**src/rtl/vend_pkg.sv**
```systemverilog
// Shared types and coin bit positions for the vending credit controller.
package vend_pkg;

    typedef enum logic [1:0] {
        IDLE    = 2'd0,
        COLLECT = 2'd1,
        VEND    = 2'd2,
        CHANGE  = 2'd3
    } vend_state_t;

    localparam int COIN_SHILLING = 0;
    localparam int COIN_CROWN    = 1;

endpackage

```
**src/rtl/vend_coin_adder.sv**
```systemverilog
// Combinational coin valuation: credit plus this cycle's coins, with an
// over-limit flag so the caller can bounce coins that would exceed MAX_CREDIT.
module vend_coin_adder
    import vend_pkg::*;
#(
    parameter int CREDIT_W   = 5,
    parameter int SHILLING_V = 1,
    parameter int CROWN_V    = 5,
    parameter int MAX_CREDIT = 20
) (
    input  logic [1:0]          coin,
    input  logic [CREDIT_W-1:0] credit,
    output logic [CREDIT_W:0]   sum,
    output logic                over
);

    localparam logic [CREDIT_W:0] SHIL_ADD  = (CREDIT_W+1)'(SHILLING_V);
    localparam logic [CREDIT_W:0] CROWN_ADD = (CREDIT_W+1)'(CROWN_V);
    localparam logic [CREDIT_W:0] MAX_SUM   = (CREDIT_W+1)'(MAX_CREDIT);

    logic [CREDIT_W:0] add;

    // One extra bit keeps the overflow test exact before truncation.
    function automatic logic exceeds_max(input logic [CREDIT_W:0] v);
        return v > MAX_SUM;
    endfunction

    always_comb begin
        add = '0;
        if (coin[COIN_SHILLING]) add = SHIL_ADD;
        if (coin[COIN_CROWN])    add = add + CROWN_ADD;
        sum  = {1'b0, credit} + add;
        over = exceeds_max(sum);
    end

endmodule

```
**src/rtl/vend_credit_ctrl.sv**
```systemverilog
// Vending credit controller: accumulates coins, vends at PRICE, then pays
// change one unit per cycle; supports cancel/refund and coin rejection.
module vend_credit_ctrl
    import vend_pkg::*;
#(
    parameter int CREDIT_W   = 5,
    parameter int SHILLING_V = 1,
    parameter int CROWN_V    = 5,
    parameter int PRICE      = 6,
    parameter int MAX_CREDIT = 20
) (
    input  logic                clk,
    input  logic                reset,
    input  logic [1:0]          coin,
    input  logic                cancel,
    output logic [CREDIT_W-1:0] credit,
    output logic                dispense,
    output logic                change_pulse,
    output logic                coin_reject,
    output logic                busy
);

    if (PRICE <= 0) begin : g_chk_price
        $fatal(1, "vend_credit_ctrl: PRICE must be > 0");
    end
    if (SHILLING_V <= 0 || CROWN_V <= 0) begin : g_chk_coin
        $fatal(1, "vend_credit_ctrl: coin values must be > 0");
    end
    if (PRICE > MAX_CREDIT || MAX_CREDIT >= (1 << CREDIT_W)) begin : g_chk_max
        $fatal(1, "vend_credit_ctrl: need PRICE <= MAX_CREDIT < 2**CREDIT_W");
    end

    localparam logic [CREDIT_W-1:0] PRICE_C   = CREDIT_W'(PRICE);
    localparam logic [CREDIT_W:0]   PRICE_SUM = (CREDIT_W+1)'(PRICE);
    localparam logic [CREDIT_W-1:0] ONE_C     = CREDIT_W'(1);

    vend_state_t         state_q, state_d;
    logic [CREDIT_W-1:0] credit_q, credit_d;
    logic [CREDIT_W:0]   sum;
    logic                over;
    logic                coin_any;
    logic                reject;

    vend_coin_adder #(
        .CREDIT_W   (CREDIT_W),
        .SHILLING_V (SHILLING_V),
        .CROWN_V    (CROWN_V),
        .MAX_CREDIT (MAX_CREDIT)
    ) u_adder (
        .coin   (coin),
        .credit (credit_q),
        .sum    (sum),
        .over   (over)
    );

    assign coin_any = |coin;

    always_ff @(posedge clk) begin
        if (reset) begin
            state_q  <= IDLE;
            credit_q <= '0;
        end else begin
            state_q  <= state_d;
            credit_q <= credit_d;
        end
    end

    always_comb begin
        state_d  = state_q;
        credit_d = credit_q;
        reject   = 1'b0;
        case (state_q)
            IDLE, COLLECT: begin
                // Cancel only matters once credit exists; it then beats any coin.
                if (state_q == COLLECT && cancel) begin
                    state_d = CHANGE;
                    reject  = coin_any;
                end else if (coin_any) begin
                    if (over) begin
                        reject = 1'b1;
                    end else begin
                        credit_d = sum[CREDIT_W-1:0];
                        state_d  = (sum >= PRICE_SUM) ? VEND : COLLECT;
                    end
                end
            end
            VEND: begin
                credit_d = credit_q - PRICE_C;
                state_d  = (credit_q > PRICE_C) ? CHANGE : IDLE;
                reject   = coin_any;
            end
            CHANGE: begin
                reject = coin_any;
                if (credit_q <= ONE_C) begin
                    credit_d = '0;
                    state_d  = IDLE;
                end else begin
                    credit_d = credit_q - ONE_C;
                end
            end
            default: begin
                state_d  = IDLE;
                credit_d = '0;
            end
        endcase
    end

    // Moore outputs from the registered state, forced quiet during reset.
    assign credit       = credit_q;
    assign dispense     = !reset && (state_q == VEND);
    assign change_pulse = !reset && (state_q == CHANGE);
    assign busy         = !reset && (state_q == VEND || state_q == CHANGE);
    assign coin_reject  = !reset && reject;

endmodule

```
**config.mk**
```make
export PLATFORM = sky130hd
export DESIGN_NAME = vend_credit_ctrl
export DESIGN_NICKNAME = d
export VERILOG_FILES = /design/src/rtl/vend_pkg.sv /design/src/rtl/vend_coin_adder.sv /design/src/rtl/vend_credit_ctrl.sv
export SDC_FILE = /design/constraint.sdc
export NUM_CORES = 1
export LEC_CHECK = 0
export ABC_AREA = 0
export BUFFER_PORTS_ARGS = -buffer_cell sky130_fd_sc_hd__buf_2
export CORE_UTILIZATION = 55
export DETAILED_ROUTE_END_ITERATION = 12
export GPL_TIMING_DRIVEN = 0
export PLACE_DENSITY = 0.77
export RECOVER_POWER = 100
export SYNTH_ARGS = -nofsm -noshare
export SYNTH_HDL_FRONTEND = slang
export SYNTH_SLANG_ARGS = --single-unit
export TNS_END_PERCENT = 5
```
**constraint.sdc**
```tcl
create_clock -name clk -period 3.4 [get_ports clk]
set_clock_uncertainty 0.1 [all_clocks]
set_input_delay 0.51 -clock clk [delete_from_list [all_inputs] [get_ports clk]]
set_output_delay 0.51 -clock clk [all_outputs]
set_load 0.005 [all_outputs]
```
==> run_results.csv, run 1 <==
group,metric,value,unit
placement,portBuffers,13,
sta,max_freq,0.3140,GHz
global_route,overflow,0,
sta,relSlewSlack,60.90,%
floorplanning,start_util,59.44,%
global_route,grtUsageMet3,1.724,%
yosys,synth_edf_count,0,
floorplanning,core-area,1524,um2
clocking,numCtsBuffers,3,
sta,finalMaxSlewViolations,0,
sta,hold_viol_final,0,
global_route,grt.met1_usage,35.96,%
routing,wl_per_cell,14.48,um
run_status,status,"finished clean",
clocking,clock_latency,260,ps
worst_setup_path,r2r_cells,8,
worst_setup_path,path_buf_inv,4,
global_route,busiest_layer,"met2",
floorplanning,io-pin-count,14,
power_and_ir_drop,total_leakage_power,0.4458,nW
global_route,grt_max_degree,11,
yosys,yosys_register_bits,7,
global_route,grt_pass1_wl,3663,um
worst_setup_path,cp_top_family,"adder cells",
yosys,seq_area_frac_synth,15.47,%
finish,area_growth,12.85,%
finish,layout_common_cells,"inv_1 (13), ha_1 (11), buf_2 (9)",
yosys,synth.distinct_cells,41,
routing,first_iter_violations,21,
sta,tightest_slew,580.3,ps
routing,drt_wl_total,2157,um
sta,rsz0062_at_grt,"false",
yosys,ys_async_sr_fraction,0,%
routing,drtPass1Iterations,4,
yosys,netlist_area,905.9,um2
global_route,grt_util_all_layers,26.42,%
sta,finalSetupViolCount,0,
floorplanning,std_cell_rows,14,
worst_setup_path,path_max_fanout,5,
sta,timing.hold.ws,510.7,ps
global_route,use_met2,42.15,%
routing,vias,906,
clocking,clkSlewWorstSetupHoldPaths,50,ps
worst_hold_path,whs_path_depth,3,
worst_setup_path,r2r_slack,430,ps
worst_setup_path,crit_path_start_kind,"input pin",
clocking,htree_levels,1,
finish,drive_gt1_share,16.54,%
yosys,ys.flop_type,"dfxtp_1",
floorplanning,dieHeight,42.59,um
worst_setup_path,worstSetupPathType,"input pin to output port",
power_and_ir_drop,power_density,924.4,nW/um2
placement,gp_congestion,0.8201,
worst_setup_path,cp_slowest_stage_delay,380,ps
sta,setup_tns,0,ps
sta,period_share,93.68,%
worst_hold_path,holdCritStartpoint,"state_q[1]$_SDFFE_PP0P_",
yosys,postSynthCellCount,115,
finish,final_nets,151,
clocking,cts_tree,"done",
clocking,root_buffer,"clkbuf_4",
yosys,synth_nets,132,
clocking,ctsLongestPathBuffers,2,
clocking,clock_sinks,7,
job,maxCapViolCount,0,
routing,via_per_inst,6.081,
finish,final_common_cell,"inv_1",
global_route,grt_pass1_vias,833,
yosys,syn_area_per_cell,7.877,um2
power_and_ir_drop,ir_worst_vdd,461.8,uV
routing,drcViolationCount,0,
finish,n_antenna_cell,0,
worst_hold_path,holdPathEnd,"state_q[0]$_SDFFE_PP0P_",
worst_setup_path,cp_cell_sequence,"buf_2 > inv_1 > ha_1 > ha_1 > inv_1 > fa_2 > xor2_2 > a21oi_2 > o221ai_4 > nor2_2 > nor2_1 > nor3_1 > buf_2",
worst_setup_path,r2r-end,"credit[2]$_SDFFE_PP0P_",
worst_setup_path,required,2790,ps
routing,ant_nets,0,
floorplanning,die_area,1813,um2
worst_setup_path,arrival,2580,ps
sta,period_minus_slack,3185,ps
worst_hold_path,worst_hold_path_type,"flip-flop to flip-flop",
floorplanning,die_x,42.59,um
global_route,grt_antenna_before_repair,0,
worst_setup_path,crit_path_end_kind,"output port",
worst_setup_path,r2r_start,"credit[1]$_SDFFE_PP0P_",
yosys,ys_warn_count,0,
worst_setup_path,cp_slowest_cell,"fa_2",
placement,hpwl,1685,um
[final cells by class]
cell class | count | area, um2
fill | 134 | 501.7
timing repair buffer | 14 | 68.82
tap | 16 | 20.02
clock buffer | 4 | 26.28
inverter | 13 | 48.80
multi-input combinational | 90 | 699.4
buffer | 5 | 18.77
sequential | 7 | 140.1
[through the flow]
step / worst slack [ps] / cell area (um2) / utilization (%) / instances / total power, W
4_1_cts: 87.16 / 1017 / 66.75 / 148 / 0.0009270
5_1_grt: 44.61 / 1022 / 67.08 / 149 / 0.001029
2_1_floorplan: 472.9 / 905.9 / - / 115 / 0.0006829
3_3_place_gp: 148.1 / 991.0 / 65.02 / 144 / 0.0008241
6_report: 214.9 / 1022 / 67.08 / 149 / 0.0009449
3_5_place_dp: 95.34 / 991.0 / 65.02 / 144 / 0.0008447
[worst max path at each step]
stage	depth (start not counted)	endpoint	startpoint
after floorplan	11	coin_reject	coin[0]
after global placement	13	coin_reject	coin[1]
after detailed placement	13	coin_reject	coin[1]
after CTS	13	coin_reject	coin[1]
after global routing	13	coin_reject	coin[1]
final	13	coin_reject	coin[1]
[worst register-to-register path, cell delays in order (launching register included)]
cell	delay, ps
dfxtp_1	440
inv_1	200
fa_2	470
xor2_2	210
a21oi_2	210
o221ai_4	170
o21ai_0	520
mux2_4	360
a211oi_2	210
[cells by family (layout without fill, tap and decap cells)]
logic type	after synthesis	in the layout	synth area share, %
AND/OR/NAND/NOR	34	34	18.92
XOR/XNOR	4	4	4.697
adder cells (fa/ha/maj)	12	12	17.40
AO/OA/AOI/OAI	39	39	34.39
buffers and inverters	18	36	7.458
flip-flops	7	7	15.47
multiplexers	1	1	1.657
[state kept, by name (all words and copies together), names as in the netlist]
name / count
state_q: 2
credit: 5
[cells in the mapped netlist, drive strengths merged (3+ instances only)]
library cell | count | area share (%)
inv | 13 | 5.4
ha | 11 | 15
a21oi | 9 | 5.8
nor2 | 9 | 3.7
dfxtp | 7 | 15
nor3 | 6 | 3.3
nand3 | 5 | 2.8
o21ai | 5 | 3.2
clkbuf | 4 | 1.7
nand2 | 4 | 1.7
a21o | 3 | 2.5
nand2b | 3 | 2.1
nor2b | 3 | 2.1
o211ai | 3 | 2.5
o221ai | 3 | 4.8
xor2 | 3 | 3.7
[power breakdown]
part           switching, W  internal [W]
Combinational      0.000402      0.000294
Sequential        0.0000501      0.000121
Clock             0.0000338     0.0000450
Total              0.000486      0.000459
[routing by layer]
layer / up-vias / part of all wire [%]
li1: 451 / -
met1: 429 / 49
met2: 21 / 46
met3: 5 / 2.9
met4: 0 / 1.8
met5: - / 0
[timing repair]
item | in CTS | in global routing
setup endpoints to repair | 0 | 1
setup buffers | 0 | 1
hold buffers | 0 | 0
resized for setup | 0 | 2
Note: power is estimated with default switching activity, not from simulation.
==> run 2, diff against run 1 <==
- CORE_UTILIZATION: 55 -> 45
- GPL_TIMING_DRIVEN: 0 -> default
- PLACE_DENSITY: 0.77 -> 0.65
- SYNTH_HIERARCHICAL: default -> 1
==> run_results.csv, run 2 <==
group,metric,value,unit
yosys,ys_async_sr_fraction,0,%
routing,via_per_inst,5.628,
worst_setup_path,worstSetupPathType,"input pin to flip-flop",
sta,layout_setup_ws,157.2,ps
sta,rsz0062_at_grt,"false",
yosys,synth_common_cells,"ha_1 (10), inv_1 (10), o21ai_0 (9)",
floorplanning,io-pin-count,14,
job,maxCapViolCount,0,
sta,finalMaxSlewViolations,0,
finish,n_antenna_cell,0,
placement,pre_cts_ws,-37.70,ps
worst_setup_path,crit_path_start_kind,"input pin",
placement,gp_congestion,0.9182,
placement,portBuffers,13,
yosys,synth_edf_count,0,
yosys,seq_area_frac_synth,17.10,%
global_route,grt_max_degree,17,
routing,first_iter_violations,13,
clocking,cts_tree,"done",
routing,ant_nets,0,
sta,period_share,95.38,%
global_route,grt_pass1_wl,3249,um
yosys,yosys_register_bits,7,
global_route,grt_util_all_layers,22.86,%
yosys,netlist_area,819.5,um2
finish,final_nets,140,
yosys,postSynthCellCount,105,
worst_hold_path,worst_hold_path_type,"input pin to flip-flop",
global_route,overflow,0,
clocking,ctsLongestPathBuffers,2,
yosys,netlist.area_leader.share,17.10,%
finish,largest_reg_flops,5,
global_route,grt_pass1_vias,710,
routing,vias,833,
routing,drt_wl_total,2062,um
clocking,clock_sinks,7,
floorplanning,die_area,1996,um2
sta,tightest_slew,564.3,ps
yosys,yosys.area.top_type,"dfxtp_1",
yosys,ys.flop_type,"dfxtp_1",
finish,drive_gt1_share,21.14,%
clocking,numCtsBuffers,3,
floorplanning,dieHeight,44.68,um
worst_setup_path,path_max_fanout,7,
sta,period_minus_slack,3243,ps
floorplanning,start_util,47.99,%
global_route,grt_antenna_before_repair,0,
sta,max_freq,0.3084,GHz
power_and_ir_drop,power_density,966.2,nW/um2
clocking,clock_latency,250,ps
clocking,clkSlewWorstSetupHoldPaths,50,ps
yosys,synthTopCellsByArea,"dfxtp_1 (17%), ha_1 (15%), o21ai_0 (5.5%)",
clocking,root_buffer,"clkbuf_4",
sta,hold_viol_final,0,
clocking,htree_levels,1,
placement,hpwl,1550,um
run_status,status,"finished clean",
power_and_ir_drop,ir_worst_vdd,420.2,uV
floorplanning,die_x,44.68,um
sta,relSlewSlack,61.41,%
yosys,synth.distinct_cells,36,
floorplanning,std_cell_rows,15,
worst_setup_path,crit_path_end_kind,"flip-flop",
routing,drtPass1Iterations,4,
power_and_ir_drop,total_power,0.0009248,W
worst_setup_path,required,3440,ps
yosys,syn_area_per_cell,7.805,um2
finish,area_growth,16.79,%
power_and_ir_drop,total_leakage_power,0.4025,nW
yosys,synth_nets,121,
yosys,ys_warn_count,6,
routing,drcViolationCount,0,
worst_setup_path,arrival,3290,ps
floorplanning,core-area,1708,um2
routing,wl_per_cell,13.93,um
sta,finalSetupViolCount,0,
finish,layout_common_cells,"inv_1 (10), ha_1 (10), buf_2 (10)",
run 2: critical path, stage by stage:
cell	delay, ps
buf_2	130
ha_1	270
ha_1	160
inv_1	60
fa_1	420
nor2b_1	240
nand3_1	110
o22a_1	180
o221a_2	260
a211o_2	380
mux2_2	240
nor2_1	40
a211oi_1	300
run 2: logic make-up (layout without fill, tap and decap cells):
group	count (synthesis)	after routing	share of synthesized area [%]
compound gates	36	36	29.62
simple gates	29	29	19.08
buf+inv	13	31	5.955
fa+ha+maj	11	11	17.71
flops	7	7	17.10
xor+xnor	6	6	6.412
mux	3	3	4.122
run 2: layout make-up:
cell class	count	area, um2
Inverter	10	37.54
Timing Repair Buffer	17	83.83
Fill cell	178	750.7
Tap cell	25	31.28
Clock buffer	4	26.28
Multi-Input combinational cell	85	638.1
Sequential cell	7	140.1
run 2: power breakdown:
group | switching, W | internal [W] | total (W)
combinational | 0.000332 | 0.000303 | 0.000634
sequential | 0.0000940 | 0.000121 | 0.000215
clock | 0.0000304 | 0.0000448 | 0.0000752
total | 0.000456 | 0.000469 | 0.000925
run 2: per-layer routing:
metal | vias up | GRT usage [%] | wire length [um]
met3 | 6 | 6.122 | 115
met5 | - | 0 | 0
met1 | 384 | 30.81 | 923
met4 | 0 | 7.273 | 41
met2 | 32 | 35.29 | 981
li1 | 411 | - | -
run 2: metrics by stage:
step / util (%) / TNS, ps / instance area, um2 / hold WS, ps / instances
2_1_floorplan: - / 0 / 819.5 / 500.0 / 105
3_3_place_gp: 54.29 / 0 / 927.1 / 556.5 / 143
3_5_place_dp: 54.29 / -37.70 / 927.1 / 559.6 / 143
4_1_cts: 55.82 / 0 / 953.4 / 436.3 / 147
5_1_grt: 56.04 / 0 / 957.2 / 431.2 / 148
6_report: 56.04 / 0 / 957.2 / 443.2 / 148
run 2: final timing paths:
path / start / end / slack (ps) / depth (start not counted)
max reg2reg: credit[0]$_SDFFE_PP0P_ / credit[2]$_SDFFE_PP0P_ / 270 / 11
min: reset / credit[4]$_SDFFE_PP0P_ / 440 / 2
max: coin[1] / credit[2]$_SDFFE_PP0P_ / 160 / 13
min reg2reg: state_q[0]$_SDFFE_PP0P_ / state_q[0]$_SDFFE_PP0P_ / 570 / 2
run 2: what timing repair did:
item / CTS / global route
hold buffers: 0 / 0
endpoints found under the hold margin: 0 / 0
setup buffers: 0 / 1
endpoints found under the setup margin: 0 / 1
resized for setup: 0 / 2
==> run 3, diff against run 2 <==
- clock period: 3.4 -> 3.1 ns (I/O delays scaled with it)
==> run_results.csv, run 3 (synthesis results as in run 2) <==
group,metric,value,unit
worst_hold_path,holdCritStartpoint,"reset",
finish,final_nets,148,
clocking,numCtsBuffers,3,
sta,relSlewSlack,67.60,%
job,maxCapViolCount,0,
power_and_ir_drop,internal-power,0.0005938,W
global_route,overflow,0,
routing,drt_wl_total,1863,um
power_and_ir_drop,power_density,1022,nW/um2
run_status,status,"finished clean",
power_and_ir_drop,total_leakage_power,0.4698,nW
power_and_ir_drop,ir_worst_vdd,565.0,uV
finish,n_antenna_cell,0,
floorplanning,start_util,47.99,%
finish,area_growth,31.30,%
power_and_ir_drop,p_clk_share,7.7,%
floorplanning,std_cell_rows,15,
sta,hold_viol_final,0,
sta,finalSetupViolCount,0,
floorplanning,dieHeight,44.68,um
floorplanning,die_area,1996,um2
finish,drive_gt1_share,32.06,%
finish,layout_common_cells,"buf_2 (10), o21ai_0 (9), nor2_1 (8), ha_1 (8), buf_4 (8)",
global_route,grt_max_degree,17,
floorplanning,core-area,1708,um2
clocking,ctsLongestPathBuffers,2,
sta,period_share,98.26,%
sta,max_freq,0.3283,GHz
worst_setup_path,path_max_fanout,3,
worst_setup_path,r2r_start,"credit[0]$_SDFFE_PP0P_",
clocking,clock_sinks,7,
power_and_ir_drop,total_power,0.001100,W
worst_setup_path,path_buf_inv,5,
clocking,clock_latency,260,ps
power_and_ir_drop,p_seq_share,20.5,%
sta,period_minus_slack,3046,ps
worst_setup_path,arrival,2480,ps
finish,fillerInstances,163,
clocking,htree_levels,1,
global_route,grt_util_all_layers,20.72,%
clocking,clkSlewWorstSetupHoldPaths,50,ps
placement,dp.cells,149,
power_and_ir_drop,combPwrFrac,71.8,%
finish,multiInputGateArea,685.7,um2
sta,tightest_slew,485.3,ps
finish,layout.cells.non_filler,156,
global_route,grt_antenna_before_repair,0,
worst_setup_path,cp_slowest_stage_delay,560,ps
routing,vias,844,
finish,ff_latch_area,140.1,um2
placement,gp_congestion,0.8057,
routing,drcViolationCount,0,
finish,largest_reg_flops,5,
worst_setup_path,crit_top_cell,"inv_2",
worst_hold_path,worst_hold_path_type,"input pin to flip-flop",
worst_setup_path,crit_path_end_kind,"output port",
clocking,cts_tree,"done",
routing,ant_nets,0,
placement,portBuffers,13,
worst_setup_path,crit_path_start_kind,"input pin",
routing,first_iter_violations,7,
worst_setup_path,cp_cell_sequence,"buf_6 > ha_4 > ha_4 > inv_2 > fa_2 > inv_2 > o21ai_2 > or3b_1 > o221a_4 > inv_2 > a211oi_1 > buf_2",
worst_setup_path,worstSetupStartpoint,"coin[0]",
routing,drtPass1Iterations,4,
routing,via_per_inst,5.410,
worst_setup_path,cp_top_family,"adder cells",
power_and_ir_drop,p_sw,0.0005063,W
routing,wl_per_cell,11.94,um
placement,hpwl,1425,um
power_and_ir_drop,switching_share,46.02,%
floorplanning,die_x,44.68,um
sta,finalMaxSlewViolations,0,
sta,setup_tns,0,ps
floorplanning,io-pin-count,14,
finish,final_common_cell,"buf_2",
worst_setup_path,worstSetupPathType,"input pin to output port",
global_route,grt_pass1_wl,3029,um
clocking,root_buffer,"clkbuf_4",
worst_setup_path,cp_slowest_cell,"fa_2",
global_route,grt_pass1_vias,691,
worst_setup_path,required,2530,ps
run 3: cell type report:
type / instances / share of cell area [%]
inverter: 10 / 3.488
multi-input combinational: 85 / 63.72
timing repair buffer: 25 / 14.42
sequential: 7 / 13.02
clock buffer: 4 / 2.442
tap: 25 / 2.907
run 3: stage by stage:
stage	hold slack, ps	instance area (um2)	worst slack, ps	utilization [%]
after floorplan	500.0	819.5	71.80	-
after global placement	552.1	972.2	-109.5	56.92
final	385.5	1076	53.89	63.00
after detailed placement	555.1	972.2	-179.0	56.92
after global routing	383.9	1076	-26.67	63.00
after CTS	375.1	1008	15.92	59.05
run 3: repair_timing:
item                                    4_1_cts  5_1_grt
endpoints found under the setup margin        1        6
hold buffers                                  0        0
pin swaps                                     0        4
endpoints found under the hold margin         0        0
gates resized for setup                       2       14
setup buffers                                 0        3
run 3: final timing paths:
check	slack (ps)	cells after the start	end
worst max-delay path	50	12	coin_reject
worst min-delay path	390	2	credit[4]$_SDFFE_PP0P_
worst max register to register	270	11	credit[2]$_SDFFE_PP0P_
worst min register to register	560	2	state_q[0]$_SDFFE_PP0P_
run 3: routing by layer:
layer	up-vias	global-route usage (%)	wire length [um]
met5	-	0	0
met4	0	10.30	28
met3	4	4.898	62
met2	19	32.35	853
met1	394	26.54	918
li1	427	-	-
run 3: power by group through the flow:
stage / logic, W / clock network (W) / registers [W]
after floorplan: 0.000499 / 0 / 0.000210
after global placement: 0.000714 / 0 / 0.000222
after detailed placement: 0.000724 / 0 / 0.000223
after CTS: 0.000740 / 0.0000876 / 0.000220
after global routing: 0.000884 / 0.0000896 / 0.000236
final: 0.000790 / 0.0000850 / 0.000225
